$ cat src/rtl/deser_pkg.sv
// Shared types and helpers for the word-to-frame deserializer.
// Holds the FSM encoding, packing-order constants and the length clamp.
package deser_pkg;

    typedef enum logic [1:0] {
        IDLE    = 2'd0,
        COLLECT = 2'd1,
        HOLD    = 2'd2
    } state_e;

    localparam bit MODE_MSB_FIRST = 1'b0;
    localparam bit MODE_LSB_FIRST = 1'b1;

    // A zero or oversized request means "a full frame".
    function automatic int eff_len(int len, int n);
        return (len == 0 || len > n) ? n : len;
    endfunction

endpackage

$ cat src/rtl/deser_frame.sv
// Collects 1..N words of W bits into one packed frame with valid/ready on both sides.
// Supports MSB-first (shift) or LSB-first (slot) packing, abort and output backpressure.
module deser_frame
    import deser_pkg::*;
#(
    parameter int W         = 4,
    parameter int N         = 6,
    parameter int LSB_FIRST = 0,
    localparam int CNT_W    = $clog2(N + 1)
) (
    input  logic             clk,
    input  logic             reset_n,
    input  logic             start,
    input  logic [CNT_W-1:0] len,
    input  logic             abort,
    input  logic             in_valid,
    input  logic [W-1:0]     in_data,
    output logic             in_ready,
    output logic             out_valid,
    output logic [W*N-1:0]   out_data,
    output logic [CNT_W-1:0] out_len,
    input  logic             out_ready,
    output logic             busy,
    output logic             done_tick
);

    localparam int FW = W * N;
    localparam bit LSB_MODE = (LSB_FIRST != 0) ? MODE_LSB_FIRST : MODE_MSB_FIRST;

    // Handshake rule: a transfer happens on a rising edge where valid and ready are both high.
    state_e           state_q, state_d;
    logic [FW-1:0]    data_q, data_d;
    logic [CNT_W-1:0] len_q, len_d;
    logic [CNT_W-1:0] cnt_q, cnt_d;
    logic             done_q, done_d;

    always_comb begin
        state_d = state_q;
        data_d  = data_q;
        len_d   = len_q;
        cnt_d   = cnt_q;
        done_d  = 1'b0;
        case (state_q)
            IDLE: begin
                if (start && !abort) begin
                    state_d = COLLECT;
                    len_d   = CNT_W'(eff_len(int'(len), N));
                    data_d  = '0;
                    cnt_d   = '0;
                end
            end
            COLLECT: begin
                if (abort) begin
                    state_d = IDLE;
                    data_d  = '0;
                    cnt_d   = '0;
                end else if (in_valid) begin
                    if (LSB_MODE == MODE_LSB_FIRST) begin
                        data_d[int'(cnt_q)*W +: W] = in_data;
                    end else begin
                        data_d = (data_q << W) | FW'(in_data);
                    end
                    if (cnt_q == len_q - CNT_W'(1)) begin
                        state_d = HOLD;
                        done_d  = 1'b1;
                    end else begin
                        cnt_d = cnt_q + CNT_W'(1);
                    end
                end
            end
            HOLD: begin
                if (abort) begin
                    state_d = IDLE;
                    data_d  = '0;
                    cnt_d   = '0;
                end else if (out_ready) begin
                    if (start) begin
                        // Chain straight into the next frame without an IDLE bubble.
                        state_d = COLLECT;
                        len_d   = CNT_W'(eff_len(int'(len), N));
                        data_d  = '0;
                        cnt_d   = '0;
                    end else begin
                        state_d = IDLE;
                    end
                end
            end
            default: begin
                state_d = IDLE;
            end
        endcase
    end

    always_ff @(posedge clk or negedge reset_n) begin
        if (!reset_n) begin
            state_q <= IDLE;
            data_q  <= '0;
            len_q   <= '0;
            cnt_q   <= '0;
            done_q  <= 1'b0;
        end else begin
            state_q <= state_d;
            data_q  <= data_d;
            len_q   <= len_d;
            cnt_q   <= cnt_d;
            done_q  <= done_d;
        end
    end

    assign in_ready  = (state_q == COLLECT);
    assign out_valid = (state_q == HOLD);
    assign busy      = (state_q != IDLE);
    assign out_data  = data_q;
    assign out_len   = len_q;
    assign done_tick = done_q;

endmodule

$ cat config.mk
export PLATFORM = sky130hd
export DESIGN_NAME = deser_frame
export DESIGN_NICKNAME = d
export VERILOG_FILES = /design/src/rtl/deser_pkg.sv /design/src/rtl/deser_frame.sv
export SDC_FILE = /design/constraint.sdc
export NUM_CORES = 1
export LEC_CHECK = 0
export BUFFER_PORTS_ARGS = -buffer_cell sky130_fd_sc_hd__buf_2
export CAP_MARGIN = 20
export CORE_ASPECT_RATIO = 1.2
export CORE_MARGIN = 2
export CORE_UTILIZATION = 35
export DETAILED_ROUTE_END_ITERATION = 10
export PLACE_DENSITY_LB_ADDON = 0.05
export SLEW_MARGIN = 20
export SYNTH_ARGS = -nofsm -noshare
export SYNTH_HDL_FRONTEND = slang
export SYNTH_SLANG_ARGS = --single-unit
$ cat constraint.sdc
create_clock -name clk -period 1.9 [get_ports clk]
set_clock_uncertainty 0.05 [all_clocks]
set_input_delay 0.57 -clock clk [delete_from_list [all_inputs] [get_ports clk]]
set_output_delay 0.57 -clock clk [all_outputs]
set_load 0.005 [all_outputs]
Word-level counts from Yosys, hierarchy flattened
Index checks and enable logic that the tools add are counted.
- add/sub/neg operators: 2
- $lt $le $gt $ge: 1
- equal/unequal tests: 12
- bitwise logic cells: 1
- muxes and demuxes: 33
- reduce and logical (&&, ||, !) cells: 12
- operators with widths (kind ; count):
    $mux W24 ; 6
    $pmux W24 S3 ; 1
    $mux W3 ; 12
    $or A24 B4 Y24 ; 1
    $mux W2 ; 6
    $reduce_and A5 Y1 ; 2
    $ne A3 B3 Y1 const B ; 3
    $pmux W3 S3 ; 1
    $ne A2 B2 Y1 const B ; 3
    $ne A3 B2 Y1 const B ; 2
    $pmux W2 S3 ; 1
    $pmux W3 S2 ; 1
    $reduce_and A6 Y1 ; 1
    $mux W1 ; 5
    $reduce_and A4 Y1 ; 1
    $reduce_bool A2 Y1 ; 2
    $add A3 B1 Y3 const B ; 1
    $eq A3 B3 Y1 ; 1
    $gt A3 B3 Y1 const B ; 1
    $logic_not A3 Y1 ; 1
    $reduce_bool A3 Y1 ; 1
    $sub A3 B1 Y3 const B ; 1
    $eq A2 B1 Y1 const B ; 1
    $eq A2 B2 Y1 const B ; 1
    other kinds (5) ; 5
- bits of input ports: 13
- flip-flop bits (word level): 33
- logic and storage cells: 66

Logic depth before layout (Yosys ltp)
Gate-level depths: netlist (run 1).
- depth after elaboration: 7
- mapped depth: 6

Least setup slack after synthesis (run 1)
OpenSTA, ideal clock, no wires.
- kind: reg-to-reg
- from: register len_q[0] (netlist: out_len[0])
- to: register cnt_q[1]
- library setup time: 0.126 ns
- path slack: 0.158 ns
- path buffers: 0
- cell stages (with the launch flop): 7
- data arrival time: 1.566 ns
- cells stage by stage: dfrtp_1 inv_1 ha_1 xnor3_1 and3_4 and3_1 a221o_1
- cells in the longest elaborated chain, start to end: 4
- ends and longest elaborated chain (item ; line ; RTL):
    from (decl) ; deser_frame.sv:33 ; logic [CNT_W-1:0] len_q, len_d;
    from (signal assigned) ; deser_frame.sv:104 ; len_q <= len_d;
    $sub A3 B1 Y3 ; deser_frame.sv:63 ; if (cnt_q == len_q - CNT_W'(1)) begin
    $eq A3 B3 Y1 ; deser_frame.sv:63 ;
    $ne A3 B3 Y1 (no source line) ; n/a ;
    $reduce_and A6 Y1 (no source line) ; n/a ;
    to (signal assigned) ; deser_frame.sv:105 ; cnt_q <= cnt_d;
    to (decl) ; deser_frame.sv:34 ; logic [CNT_W-1:0] cnt_q, cnt_d;
Every way passes these cells.
A chain may end at the register's enable or synchronous reset.

Worst setup path in the final report (run 1)
Ends and elaborated chain as after synthesis.

==> metrics.md, run 1 <==
| Metric | Value |
|---|---|
| First-pass GRT wire length | `5478 um` |
| Fill cells | `468` |
| Die X | `65.99 um` |
| Routed len/inst | `11.84 um` |
| Ports | `44` |
| Avg Inst Size Synth | `9.902 um^2` |
| EDFF count, synth | `0` |
| Initial antenna violation count | `0` |
| CTS H-tree lvls | `2` |
| Gr usage total | `13.81%` |
| Final std cells w/o fill | `271` |
| Overflow after GRT | `0` |
| Clock root cell | `clkbuf_8` |
| Top-area cell type share of the netlist area | `51.16%` |
| Max Clock Freq | `552.1 MHz` |
| Clk_lat worst skew | `0.28 ns` |
| FFs w/ async S/R, synth | `100.0%` |
| Fin. Hold Viols | `0` |
| Layout Nets | `227` |
| Syn Nets | `178` |
| Synthesized area | `0.001614 mm^2` |
| Minimum clock period after layout | `1.811 ns` |
| Die area | `0.005173 mm^2` |
| FF-to-FF Start | `out_len[0]$_DFFE_PN0P_` |
| Reg2reg path depth | `6` |
| Least-Margin Pin Slew | `0.5543 ns` |
| Seq/Total Area, Yosys | `51.16%` |
| CTS resizes | `0` |
| Final setup fails | `0` |
| Input/output buffers | `43` |
| Worst rel slew slack | `62.66%` |
| Data required, critical path | `2.01 ns` |
| DR DRC count | `0` |
| Setup repair bufs after CTS | `0` |
| Post-synth cell types | `28` |
| Cell Area, Placed | `0.001912 mm^2` |
| Worst reg2reg path endpoint | `cnt_q[1]$_DFFE_PN0P_` |
| Mapped Cells | `163` |
| Tightest Hold Check Type | `in -> async` |
| GPL Wtd Cong | `0.7421` |
| Core Util, Final | `44.47%` |
| CTS Buf Count | `5` |
| Worst Setup SP | `out_len[0]$_DFFE_PN0P_` |
| Setup total negative slack | `0 ns` |
| Layout cells sized above 1 | `28.64%` |
| Arr. time, crit path | `1.93 ns` |
| Num rows | `27` |
| Vias | `1,241` |
| R2r setup slk | `0.09 ns` |
| Startpoint Class | `flop` |
| ANT cells | `0` |
| Crit share post-route | `95.33%` |
| Slew Limit Fails | `0` |
| Status | `completed` |
| DRT iter0 DRCs | `27` |
| CTS tree | `built` |
| Via/cell ratio | `4.579` |
| Capturing element type of the critical path | `flop` |
| Worst-path clk slew | `0.07 ns` |
| Starting Density | `35.66%` |
| Lkg Pwr | `1.086 nW` |
| Largest net degree at the start of global routing | `34` |
| Worst vdd ir | `523.1 uV` |
| Predominant post-synthesis flop cell | `dfrtp_1` |
| Post-route ant nets | `0` |
| CTS Sinks | `33` |
| Vias in the first global route | `1,232` |
| CP endpoint | `cnt_q[1]$_DFFE_PN0P_` |
| WL final | `3208 um` |
| Placed wire-length estimate | `2326 um` |
| Crit-path max FO | `5` |
| Max-cap viol count | `0` |
| Area growth syn-to-layout | `24.73%` |
| Core ar. | `0.004527 mm^2` |
| Synth area leader | `dfrtp_1` |
| Setup CP Type | `reg -> reg` |
| RSZ-0062 raised after global routing | `no` |
| Flops & latches, synth | `33` |
| DR pass1 iterations | `4` |
| Placed Instances | `263` |
| Synth area leaders | `dfrtp_1, mux2i_1, nand2_1, inv_1, o21ai_0` |
| Clk buf depth | `2` |
| YS warnings | `0` |
| Pwr Total | `2.483 mW` |
| PwrDens | `1233 mW/mm^2` |
| Design area | `0.002013 mm^2` |
| Hold-fix buffers, CTS | `0` |
| Die H | `78.39 um` |
## layer usage
metal  vias up  global-route usage [%]  routed length (um)
met1       581                   16.39                1365
met4         0                   6.122                  47
met5         -                       0                   0
met2        38                   22.53                1602
met3         6                   4.585                 191
li1        616                       -                   -
## state kept, by name, indices dropped and copies added (netlist names)
signal,count
done_tick,1
state_q,2
out_len,3
out_data,24
cnt_q,3
## cell usage after synthesis (2+ instances only)
| library cell | instances |
|---|---|
| xor2_1 | 2 |
| nor3b_1 | 2 |
| nor2_1 | 6 |
| inv_1 | 30 |
| ha_1 | 2 |
| nand2_1 | 33 |
| o21ai_0 | 6 |
| buf_6 | 2 |
| dfrtp_1 | 33 |
| mux2i_1 | 24 |
| buf_2 | 3 |
| a21oi_1 | 4 |
## layout by cell type, fill, tap and decap left out
| cell | instances |
|---|---|
| buf_2 | 43 |
| nand2_1 | 33 |
| dfrtp_1 | 33 |
| inv_1 | 30 |
| mux2i_1 | 24 |
| clkbuf_8 | 7 |
| nor2_1 | 6 |
| o21ai_0 | 6 |
| a21oi_1 | 4 |
| buf_4 | 4 |
| xor2_1 | 2 |
| ha_1 | 2 |
| nor2b_1 | 1 |
| xnor3_1 | 1 |
| nand3_1 | 1 |
| nor3b_2 | 1 |
| nand2b_1 | 1 |
| o221a_2 | 1 |
| a32oi_1 | 1 |
| o32ai_1 | 1 |
| nor3b_1 | 1 |
| nor3_1 | 1 |
| and3_4 | 1 |
| nor4b_1 | 1 |
| a211o_2 | 1 |
| and3_1 | 1 |
| a221o_1 | 1 |
| and2_2 | 1 |
| o31a_1 | 1 |
| clkinv_2 | 1 |
| buf_12 | 1 |
## logic make-up (layout without fill, tap and decap cells)
| family | Yosys count | in the layout | synth area share, % |
|---|---|---|---|
| XOR/XNOR | 3 | 3 | 2.481 |
| AO/OA/AOI/OAI | 16 | 16 | 6.667 |
| adder cells (fa/ha/maj) | 2 | 2 | 1.550 |
| multiplexers | 24 | 24 | 14.88 |
| buffers and inverters | 36 | 86 | 9.767 |
| AND/OR/NAND/NOR | 49 | 49 | 13.49 |
| flip-flops | 33 | 33 | 51.16 |
## layout make-up
type,instances,area [um^2],area share (%)
Sequential cell,33,825.8,41.02
Multi-Input combinational cell,94,635.6,31.57
Timing Repair Buffer,48,265.3,13.18
Inverter,30,112.6,5.594
Clock buffer,7,96.34,4.786
Tap cell,58,72.57,3.605
Clock inverter,1,5.005,0.2486
## where the power goes
part	switching, mW	internal, mW
registers	0.110	0.825
clock network	0.247	0.327
logic	0.501	0.473
total	0.858	1.63
## critical path, stage by stage (launching register included)
cell and delay, ns:
dfrtp_1 0.41, inv_1 0.07, ha_1 0.14, xnor3_1 0.40
and3_4 0.21, and3_1 0.16, a221o_1 0.25
## through the flow
stage	setup WS, ns	hold WS [ns]
2_1_floorplan	0.1577	0.2244
3_3_place_gp	0.1363	0.4537
3_5_place_dp	0.07503	0.4594
4_1_cts	0.07604	0.2757
5_1_grt	0.005853	0.2881
6_report	0.08873	0.2616
## worst min-delay path by stage
stage,cells past startpoint,end,slack (ns),startpoint
global placement,2,out_data[23]$_DFFE_PN0P_,0.45,out_data[23]$_DFFE_PN0P_
detailed placement,2,out_data[23]$_DFFE_PN0P_,0.46,out_data[23]$_DFFE_PN0P_
global route,2,out_data[19]$_DFFE_PN0P_,0.29,reset_n
CTS,2,out_data[19]$_DFFE_PN0P_,0.28,reset_n
floorplan,0,cnt_q[0]$_DFFE_PN0P_,0.22,reset_n
finish,2,out_data[19]$_DFFE_PN0P_,0.26,reset_n
(Power assumes the default switching activity.)
==> run 2, diff against run 1 <==
Settings changed: RECOVER_POWER set to 100.
==> run 2 against run 1 <==
Effect of this change:
- total power fell by 0.87%
- register-to-register slack barely moved
- maximum frequency fell by 0.12%
- cell area fell by 0.99%
- worst hold slack improved by 0.16 ns
- combinational power fell by 2.6%
- worst setup slack got worse by 0.0022 ns
- via count fell by 0.32%
- sequential power barely moved
- wire length rose by 0.47%
- highest routed layer unchanged
- critical path depth did not move
- global-route usage did not move
==> metrics.md, run 2 (same netlist as run 1, synthesis figures left out) <==
| Metric | Value |
|---|---|
| Fill cells | `473` |
| Met3 GRT Util | `4.585%` |
| Gr usage total | `13.81%` |
| CTS tree | `built` |
| DRT iter0 DRCs | `28` |
| CTS Sinks | `33` |
| Die area | `0.005173 mm^2` |
| Startpoint Class | `flop` |
| DR pass1 iterations | `4` |
| Crit-path max FO | `5` |
| First-pass GRT wire length | `5478 um` |
| Minimum clock period after layout | `1.813 ns` |
| Die X | `65.99 um` |
| Max Clock Freq | `551.4 MHz` |
| Setup repair bufs after CTS | `0` |
| Setup total negative slack | `0 ns` |
| Final setup fails | `0` |
| Core Util, Final | `44.03%` |
| Lkg Pwr | `1.037 nW` |
| Overflow after GRT | `0` |
| Clock root cell | `clkbuf_8` |
| Layout cells sized above 1 | `22.54%` |
| Status | `completed` |
| Hold-fix buffers, CTS | `0` |
| Capturing element type of the critical path | `flop` |
| WL final | `3223 um` |
| Max reg flops | `24` |
| Final std cells w/o fill | `271` |
| Vias in the first global route | `1,232` |
| Crit path buf inv count | `1` |
| Post-route ant nets | `0` |
| Placed Instances | `263` |
| Most frequent cells in the layout | `nand2_1, dfrtp_1, buf_2` |
| Largest net degree at the start of global routing | `34` |
| Num rows | `27` |
| Fin. Hold Viols | `0` |
| PwrDens | `1235 mW/mm^2` |
| Fin Hold WS | `0.4182 ns` |
| Max-cap viol count | `0` |
| Clk_lat worst skew | `0.28 ns` |
| Data required, critical path | `2.02 ns` |
| Die H | `78.39 um` |
| Grt peak-use layer | `met2` |
| Slew Limit Fails | `0` |
| Via/cell ratio | `4.565` |
| Ports | `44` |
| Least-Margin Pin Slew | `0.8458 ns` |
| CP top delay family | `flip-flops` |
| Layout Nets | `227` |
| Worst rel slew slack | `43.61%` |
| Area growth syn-to-layout | `23.49%` |
| Crit-path slowest cell | `dfrtp_1` |
| M1 GR Usage | `16.39%` |
| CP max stage delay | `0.41 ns` |
| ANT cells | `0` |
| GPL Wtd Cong | `0.7421` |
| RSZ-0062 raised after global routing | `no` |
| Crit share post-route | `95.45%` |
| DR DRC count | `0` |
| Arr. time, crit path | `1.93 ns` |
| CTS H-tree lvls | `2` |
| Input/output buffers | `43` |
| Worst vdd ir | `515.1 uV` |
| CTS resizes | `0` |
| Clk buf depth | `2` |
| Worst-path clk slew | `0.07 ns` |
| Routed len/inst | `11.89 um` |
| CTS Buf Count | `5` |
| Tightest Hold Check Type | `in -> async` |
| Initial antenna violation count | `0` |
| Starting Density | `35.66%` |
| Met2 Usage GRT | `22.53%` |
| Vias | `1,237` |
| Placed wire-length estimate | `2326 um` |
| Core ar. | `0.004527 mm^2` |
| Crit-path cells | `inv_1 -> ha_1 -> xnor3_1 -> and3_4 -> and3_1 -> a221o_1` |
| Setup CP Type | `reg -> reg` |
[run 2: changes by cell type in the layout (fill, tap and decap cells not counted), sizes merged]
cell	before	now
clkbuf	7	19
buf	48	36
[run 2: final timing paths]
path	from	end	slack, ns	cells after the start
worst min register to register	out_data[23]$_DFFE_PN0P_	out_data[23]$_DFFE_PN0P_	0.46	2
worst max-delay path	out_len[0]$_DFFE_PN0P_	cnt_q[1]$_DFFE_PN0P_	0.09	6
worst min-delay path	reset_n	out_data[19]$_DFFE_PN0P_	0.42	2
worst max register to register	out_len[0]$_DFFE_PN0P_	cnt_q[1]$_DFFE_PN0P_	0.09	6
min in group clk	out_data[23]$_DFFE_PN0P_	out_data[23]$_DFFE_PN0P_	0.46	2
max in group asynchronous	reset_n	out_data[1]$_DFFE_PN0P_	0.85	2
[run 2: per-stage QoR]
stage / total power, mW / worst slack (ns) / instance area (um^2)
3_3_place_gp: 1.912 / 0.1363 / 1912
5_1_grt: 2.655 / 0.005853 / 1993
4_1_cts: 2.529 / 0.07604 / 2013
3_5_place_dp: 1.939 / 0.07503 / 1912
6_report: 2.461 / 0.08654 / 1993
2_1_floorplan: 1.635 / 0.1577 / 1614
[run 2: layer usage]
metal / vias up / share of wire, % / wire [um]
li1: 615 / - / -
met1: 575 / 44 / 1408
met2: 39 / 48 / 1547
met3: 8 / 6.1 / 195
met4: 0 / 2.2 / 71
met5: - / 0 / 0
[run 2: cell type report]
class / count / area (um^2) / share of cell area [%]
clock buffers: 7 / 96.34 / 4.834
clock inverters: 1 / 5.005 / 0.2511
inverters: 30 / 112.6 / 5.650
multi-input cells: 94 / 635.6 / 31.89
flip-flops and latches: 33 / 825.8 / 41.43
well taps: 58 / 72.57 / 3.641
repair buffers: 48 / 245.2 / 12.30
[run 2: power breakdown]
group | switching, mW | internal, mW | total [mW]
sequential | 0.111 | 0.825 | 0.936
combinational | 0.504 | 0.445 | 0.949
clock | 0.249 | 0.327 | 0.577
total | 0.864 | 1.60 | 2.46
